$ cat config.mk
export PLATFORM = sky130hd
export DESIGN_NAME = alu
export DESIGN_NICKNAME = d
export VERILOG_FILES = /design/src/rtl/alu_pkg.sv /design/src/rtl/alu_shifter.sv /design/src/rtl/alu.sv
export SDC_FILE = /design/constraint.sdc
export NUM_CORES = 1
export LEC_CHECK = 0
export CORE_UTILIZATION = 44
export DETAILED_ROUTE_END_ITERATION = 8
export GPL_TIMING_DRIVEN = 0
export PLACE_DENSITY = 0.79
export SKIP_CTS_REPAIR_TIMING = 1
export SYNTH_ARGS = -nofsm -noshare
export SYNTH_HDL_FRONTEND = slang
export SYNTH_SLANG_ARGS = --single-unit
$ cat constraint.sdc
create_clock -name i_clk -period 8.5 [get_ports i_clk]
set_input_delay 1.7 -clock i_clk [delete_from_list [all_inputs] [get_ports i_clk]]
set_output_delay 1.7 -clock i_clk [all_outputs]
set_load 0.005 [all_outputs]
$ cat src/rtl/alu_pkg.sv
// rtl/alu_pkg.sv - shared constants, types and helpers for the ALU
//
// Purpose : data width, 4-bit operation codes, shifter mode type and a
//           bit-reversal helper used to share one right-shift datapath.
// Ports   : none (package)

package alu_pkg;

  localparam int XLEN = 32;

  localparam logic [3:0] ALU_ADD  = 4'b0000;
  localparam logic [3:0] ALU_SUB  = 4'b0001;
  localparam logic [3:0] ALU_SLT  = 4'b0010;
  localparam logic [3:0] ALU_SLTU = 4'b0011;
  localparam logic [3:0] ALU_XOR  = 4'b0100;
  localparam logic [3:0] ALU_OR   = 4'b0101;
  localparam logic [3:0] ALU_AND  = 4'b0110;
  localparam logic [3:0] ALU_SLL  = 4'b0111;
  localparam logic [3:0] ALU_SRL  = 4'b1000;
  localparam logic [3:0] ALU_SRA  = 4'b1001;
  localparam logic [3:0] ALU_LUI  = 4'b1010;

  typedef enum logic [1:0] {
    SHIFT_SLL = 2'b00,
    SHIFT_SRL = 2'b01,
    SHIFT_SRA = 2'b10
  } shiftMode_e;

  // Left shift is done as reverse -> right shift -> reverse so that the
  // barrel shifter only needs one direction of muxing.
  function automatic logic [XLEN-1:0] bitReverse(input logic [XLEN-1:0] d);
    logic [XLEN-1:0] r;
    for (int i = 0; i < XLEN; i++) begin
      r[i] = d[XLEN-1-i];
    end
    return r;
  endfunction

endpackage

$ cat src/rtl/alu_shifter.sv
// rtl/alu_shifter.sv - 5-stage logarithmic barrel shifter (SLL/SRL/SRA)
//
// Purpose : shift data by shamt using five mux stages of 1/2/4/8/16 bits.
// Ports   : data   in  [XLEN-1:0] value to shift
//           shamt  in  [4:0]      shift amount
//           mode   in  [1:0]      SHIFT_SLL / SHIFT_SRL / SHIFT_SRA
//           result out [XLEN-1:0] shifted value

module alu_shifter
  import alu_pkg::*;
(
  input  logic [XLEN-1:0] data,
  input  logic [4:0]      shamt,
  input  shiftMode_e      mode,
  output logic [XLEN-1:0] result
);

  logic [XLEN-1:0] stage [0:5];
  logic            fill;

  // Only arithmetic right shift replicates the sign; everything else zero-fills.
  assign fill     = (mode == SHIFT_SRA) & data[XLEN-1];
  assign stage[0] = (mode == SHIFT_SLL) ? bitReverse(data) : data;

  for (genvar k = 0; k < 5; k++) begin : gStage
    localparam int STEP = 2 ** k;
    assign stage[k+1] = shamt[k] ? {{STEP{fill}}, stage[k][XLEN-1:STEP]} : stage[k];
  end

  assign result = (mode == SHIFT_SLL) ? bitReverse(stage[5]) : stage[5];

endmodule

$ cat src/rtl/alu.sv
// rtl/alu.sv - combinational RV32-style ALU with a registered result copy
//
// Purpose : ADD/SUB/SLT/SLTU/XOR/OR/AND/SLL/SRL/SRA/LUI on 32-bit operands.
// Ports   : i_clk       in  clock for the registered result only
//           i_reset     in  asynchronous active-high reset of o_aluData_q
//           i_operandA  in  [31:0] rs1 or PC
//           i_operandB  in  [31:0] rs2 or immediate
//           i_aluOp     in  [3:0]  operation select
//           o_aluData   out [31:0] combinational result
//           o_aluData_q out [31:0] o_aluData registered on i_clk

module alu
  import alu_pkg::*;
(
  input  logic            i_clk,
  input  logic            i_reset,
  input  logic [XLEN-1:0] i_operandA,
  input  logic [XLEN-1:0] i_operandB,
  input  logic [3:0]      i_aluOp,
  output logic [XLEN-1:0] o_aluData,
  output logic [XLEN-1:0] o_aluData_q
);

  logic [XLEN:0]   diff;
  logic            ltUnsigned;
  logic            ltSigned;
  logic [XLEN-1:0] shiftResult;
  shiftMode_e      shiftMode;

  // One 33-bit subtractor serves SUB, SLT and SLTU. Bit XLEN is the carry
  // out of A + ~B + 1, which is set exactly when A >= B unsigned.
  assign diff       = {1'b0, i_operandA} + {1'b0, ~i_operandB} + {{XLEN{1'b0}}, 1'b1};
  assign ltUnsigned = ~diff[XLEN];
  // With differing signs the negative operand is smaller and the difference
  // may overflow, so the sign of A decides; otherwise the difference sign does.
  assign ltSigned   = (i_operandA[XLEN-1] != i_operandB[XLEN-1]) ? i_operandA[XLEN-1]
                                                                 : diff[XLEN-1];

  assign shiftMode = (i_aluOp == ALU_SRA) ? SHIFT_SRA :
                     (i_aluOp == ALU_SRL) ? SHIFT_SRL : SHIFT_SLL;

  alu_shifter uShifter (
    .data   (i_operandA),
    .shamt  (i_operandB[4:0]),
    .mode   (shiftMode),
    .result (shiftResult)
  );

  always_comb begin
    o_aluData = '0;
    case (i_aluOp)
      ALU_ADD:  o_aluData = i_operandA + i_operandB;
      ALU_SUB:  o_aluData = diff[XLEN-1:0];
      ALU_SLT:  o_aluData = {{(XLEN-1){1'b0}}, ltSigned};
      ALU_SLTU: o_aluData = {{(XLEN-1){1'b0}}, ltUnsigned};
      ALU_XOR:  o_aluData = i_operandA ^ i_operandB;
      ALU_OR:   o_aluData = i_operandA | i_operandB;
      ALU_AND:  o_aluData = i_operandA & i_operandB;
      ALU_SLL,
      ALU_SRL,
      ALU_SRA:  o_aluData = shiftResult;
      ALU_LUI:  o_aluData = i_operandB;
      default:  o_aluData = '0;
    endcase
  end

  always_ff @(posedge i_clk or posedge i_reset) begin
    if (i_reset) begin
      o_aluData_q <= '0;
    end else begin
      o_aluData_q <= o_aluData;
    end
  end

endmodule

# After elaboration in Yosys (flattened, before gate mapping)

Index checks and enable logic that the tools add are counted.

Add/subtract/negate cells: 3
Eq/ne operators: 12
Mux-type cells: 11
Bitwise logic cells: 6
Reduce and logical (&&, ||, !) cells: 3

Operators by type and width:

| operator                | count |
|---|---|
| $pmux W32 S9            | 1 |
| $mux W32                | 7 |
| $add A32 B32 Y33        | 1 |
| $add A33 B1 Y33 const B | 1 |
| $add A32 B32 Y32        | 1 |
| $and A32 B32 Y32        | 1 |
| $not A32 Y32            | 1 |
| $or A32 B32 Y32         | 1 |
| $xor A32 B32 Y32        | 1 |
| $eq A4 B3 Y1 const B    | 4 |
| $eq A4 B4 Y1 const B    | 3 |
| $eq A4 B2 Y1 const B    | 2 |
| $eq A4 B1 Y1 const B    | 1 |
| $logic_not A4 Y1        | 1 |
| $reduce_or A3 Y1        | 1 |
| $eq A2 B2 Y1 const B    | 1 |
| $logic_not A2 Y1        | 1 |
| $mux W1                 | 2 |
| $mux W2                 | 1 |
| $and A1 B1 Y1           | 1 |
| $ne A1 B1 Y1            | 1 |
| $not A1 Y1              | 1 |

Register bits after elaboration: 32
Output and inout bits: 64

# Depth between registers and ports, before layout

Depth after elaboration: 12
Gate-level depth with buffers: 23

# Hierarchy

Synthesis repeated with hierarchy kept, for this count alone.

Cells, all modules: 1233
Area, all modules: 9082.5 um^2

Modules (own cells, without submodules):

| module      | instances | cells each | area an instance (um^2) | sequential area each (um^2) |
|---|---|---|---|---|
| alu         | 1         | 867        | 6165.9                  | 800.8 |
| alu_shifter | 1         | 366        | 2916.5                  | 0.0 |

# Worst setup path before layout

No wires, ideal clock.

Path type: input port to output port
Start: input port i_operandB[2]
End: output port o_aluData[31]
Arrival time: 5851 ps
Required time: 6800 ps
Path slack: 949 ps
Stages on the path: 19
Path buffers: 3
Path through: inv_1 -> clkbuf_1 -> clkbuf_1 -> ha_1 -> clkbuf_1 -> nor2_1 -> a21oi_1 -> o21ai_0 -> o31ai_1 -> o41ai_2 -> a21oi_1 -> o21a_1 -> o21bai_1 -> a221o_1 -> fa_1 -> a22oi_1 -> o2111ai_1 -> a211o_1 -> a311o_1

Longest elaborated chain between the ends: 5
Elaborated cells between the ends (all ways): 9
Those cells by class: 3 x add/sub; 5 x mux; 1 x bitwise

Ends and longest elaborated chain:

| item                                                                     | RTL line  | text |
|---|---|---|
| start: declaration                                                       | alu.sv:18 | `input logic [XLEN-1:0] i_operandB,` |
| parallel branches: the longest is 4 deep, another holds $add A32 B32 Y33 | --        |  |
| $pmux W32 S9 *                                                           | alu.sv:51 | `case (i_aluOp)` |
| end: declaration                                                         | alu.sv:20 | `output logic [XLEN-1:0] o_aluData,` |

Mark *: on every way between the ends.

# Worst setup path after layout

Start: input port i_operandB[1]
End: output port o_aluData[31]

Longest elaborated chain between the ends: 6
Elaborated cells between the ends (all ways): 10
Those cells by class: 3 x add/sub; 6 x mux; 1 x bitwise

Ends and longest elaborated chain:

| item                                                                     | RTL line |
|---|---|
| parallel branches: the longest is 5 deep, another holds $add A32 B32 Y33 | -- |
| $pmux W32 S9 *                                                           | alu.sv:51 |

Marked as above.

==> summary.md <==
| Metric | Value |
|---|---|
| Area Overhead vs Synth | `23.8%` |
| DR vias/cell | `6.97` |
| Final Util | `56.5%` |
| Die extent in y | `139 um` |
| Peak supply drop | `0.0702 mV` |
| Leakage | `4.47 nW` |
| Nets | `1415` |
| Largest register FFs | `32` |
| Root Buffer | `clkbuf_16` |
| Max Fclk | `119 MHz` |
| Buffers added on ports | `132` |
| # diodes | `0` |
| Synth cell count leaders | `96 x ha_1, 88 x inv_1, 87 x a21oi_1` |
| Vias | `10300` |
| Worst Setup End Kind | `output port` |
| DR pass1 iterations | `8` |
| Hold WS | `1.85 ns` |
| Worst setup endpoint | `o_aluData[31]` |
| Final GP Congestion | `1.06` |
| Slowest library cell on the worst path | `clkdlybuf4s50_1` |
| WP depth | `21` |
| Tot GR Track Use | `41.4%` |
| Cell mode on critical path | `clkbuf_4` |
| Rows | `49` |
| Setup CP Type | `in -> out` |
| Io pins | `134` |
| Post-synthesis sequential area ratio | `9.63%` |
| Post-synth EDFFs | `0` |
| Total CTS buffers | `5` |
| Yosys top cell area share | `14.5%` |
| ANT nets after route | `0` |
| DIE AREA | `0.0194 mm2` |
| Antenna violations before repair | `0` |
| CTS tree | `built` |
| Largest regs | `o_aluData_q: 32 flops` |
| Unrepaired setup endpoints after global routing | `true` |
| WL final | `40.8 mm` |
| Hold Crit Class | `in -> async` |
| Core area | `0.0182 mm2` |
| Starting DRC count in detailed routing | `1488` |
| Avg WL per Cell | `27.6 um` |
| Crit path from | `i_operandB[1]` |
| Post-synthesis cell type count | `74` |
| Delay-heaviest family, CP | `compound AO/OA/AOI/OAI gates` |
| Worst Path Arrival | `6.67 ns` |
| Mean Syn Cell Area | `7.56 um2` |
| Layout cells sized above 1 | `8.83%` |
| Min cycle time layout | `8.37 ns` |
| Count leader, synth | `ha_1` |
| Fill count | `1787` |
| First-pass GRT wire length | `59.8 mm` |
| Synth Cell Area | `0.00831 mm2` |
| Synth Flop Type | `dfrtp_1` |
| Startpoint types | `input pin` |
| Dpl hpwl | `31.8 mm` |
| Remaining DRCs | `0` |
| Dpl cells | `1461` |
| Largest net degree at the start of global routing | `33` |
| Final worst path period share | `98.5%` |
| Syn nets | `1268` |
| Yosys reg bits | `32` |
| Final Hold Fails | `0` |
| Fraction of registers with async set/reset | `100%` |
| Crit-path max FO | `12` |
| Syn Inst Count | `1099` |
| Initial core utilization | `45.6%` |
| CTS sink count | `32` |
| Die width | `139 um` |
| Status | `complete, no violations` |
| Vias in the first global route | `9593` |
| Worst EP required | `6.80 ns` |
| CP peak stage delay | `0.45 ns` |
| Fin. max-slew vios | `0` |
| TNS Setup | `0 ns` |
| Register with the most flip-flops | `o_aluData_q` |
| Worst-path cell chain | `clkbuf_2 -> inv_2 -> clkbuf_4 -> clkbuf_4 -> ha_1 -> o21bai_2 -> a21oi_1 -> o21ai_2 -> o31ai_4 -> o41ai_4 -> buf_4 -> a21oi_4 -> o21a_1 -> o21bai_1 -> a221o_1 -> fa_1 -> a22oi_1 -> o2111ai_1 -> a211o_1 -> a311o_1 -> clkdlybuf4s50_1` |
| Clock-pin transition on the worst setup and hold timing paths | `0.06 ns` |
| H-tree depth | `2` |
| Gr ovfl total | `0` |
| Non-filler cells, final | `1475` |
| MaxCap Viol Count | `0` |
| Final Setup Violations | `0` |
| Top cells by area, synth | `ha_1 14%, dfrtp_1 9.6%, mux4_2 9.2%, mux2i_1 5.5%, a21oi_1 5.2%` |
| WP buf/inv | `6` |
| Leading area contributor after synthesis | `ha_1` |
| Synth warn | `0` |
| Clock buffer depth | `2` |
| PwrDens | `105 mW/mm2` |
| Worst-margin pin slew | `1.25 ns` |
| Worst slew margin | `16.3%` |
==> layout make-up <==
| type | count | area [um2] | share of cell area [%] |
|---|---|---|---|
| Multi-Input combinational cell | 892 | 6920 | 67.2 |
| Timing Repair Buffer | 146 | 1430 | 13.9 |
| Inverter | 89 | 342 | 3.32 |
| Sequential cell | 32 | 801 | 7.78 |
| Tap cell | 229 | 287 | 2.79 |
| Clock buffer | 7 | 153 | 1.48 |
| Buffer | 79 | 349 | 3.39 |
| Timing Repair inverter | 1 | 5.00 | 0.0486 |
==> how the worst min path moves through the flow <==
stage / startpoint / end / slack [ns] / depth (start not counted)
detailed placement: i_aluOp[0] / o_aluData_q[0]$_DFF_PP0_ / 2.28 / 5
global placement: i_aluOp[0] / o_aluData_q[0]$_DFF_PP0_ / 2.28 / 5
CTS: i_aluOp[0] / o_aluData_q[0]$_DFF_PP0_ / 1.98 / 5
global route: i_reset / o_aluData_q[29]$_DFF_PP0_ / 1.91 / 2
finish: i_reset / o_aluData_q[29]$_DFF_PP0_ / 1.85 / 2
floorplan: i_reset / o_aluData_q[0]$_DFF_PP0_ / 1.82 / 1
==> where the power goes <==
group          internal [mW]  switching (mW)  total (mW)
combinational          0.297           0.404       0.701
sequential             0.176         0.00588       0.182
clock                  0.123          0.0775       0.201
==> metal layers <==
metal  vias up  track usage [%]  routed length (um)
met3       205             12.1                5750
met5         -             2.51                  65
met2       849             61.0               16700
met4         2             26.1                2910
met1      4774             52.5               15300
li1       4449                -                   -
==> per-stage QoR <==
step / instance area [um2] / setup slack (ns) / power (mW)
floorplan: 8310 / 0.949 / 0.550
global placement: 9920 / -1.62 / 0.839
detailed placement: 9930 / -1.55 / 0.842
CTS: 10100 / -1.62 / 1.04
global route: 10300 / -0.00137 / 1.13
finish: 10300 / 0.129 / 1.08
==> cells by family after synthesis <==
| logic type | count (synthesis) | share of synthesized area [%] |
|---|---|---|
| DFF | 32 | 9.63 |
| buffers and inverters | 175 | 8.32 |
| muxes | 81 | 14.9 |
| adders and majority gates | 99 | 15.2 |
| AOI/OAI and AO/OA | 435 | 36.1 |
| xor gates and xnor gates | 6 | 0.632 |
| and+or+nand+nor | 271 | 15.3 |
==> cells in the final DEF (no fill, tap or decap), drive strengths merged, types with 32 or more instances in the layout <==
| cell | Yosys | routed |
|---|---|---|
| ha | 96 | 96 |
| clkbuf | 66 | 68 |
| mux4 | 34 | 34 |
| inv | 89 | 87 |
| o21ai | 86 | 86 |
| dfrtp | 32 | 32 |
| a21oi | 87 | 87 |
| buf | 20 | 35 |
| clkdlybuf4s50 | 0 | 120 |
| mux2i | 46 | 46 |
| nor2 | 86 | 86 |
| nand2 | 82 | 82 |
(Power assumes the default switching activity.)
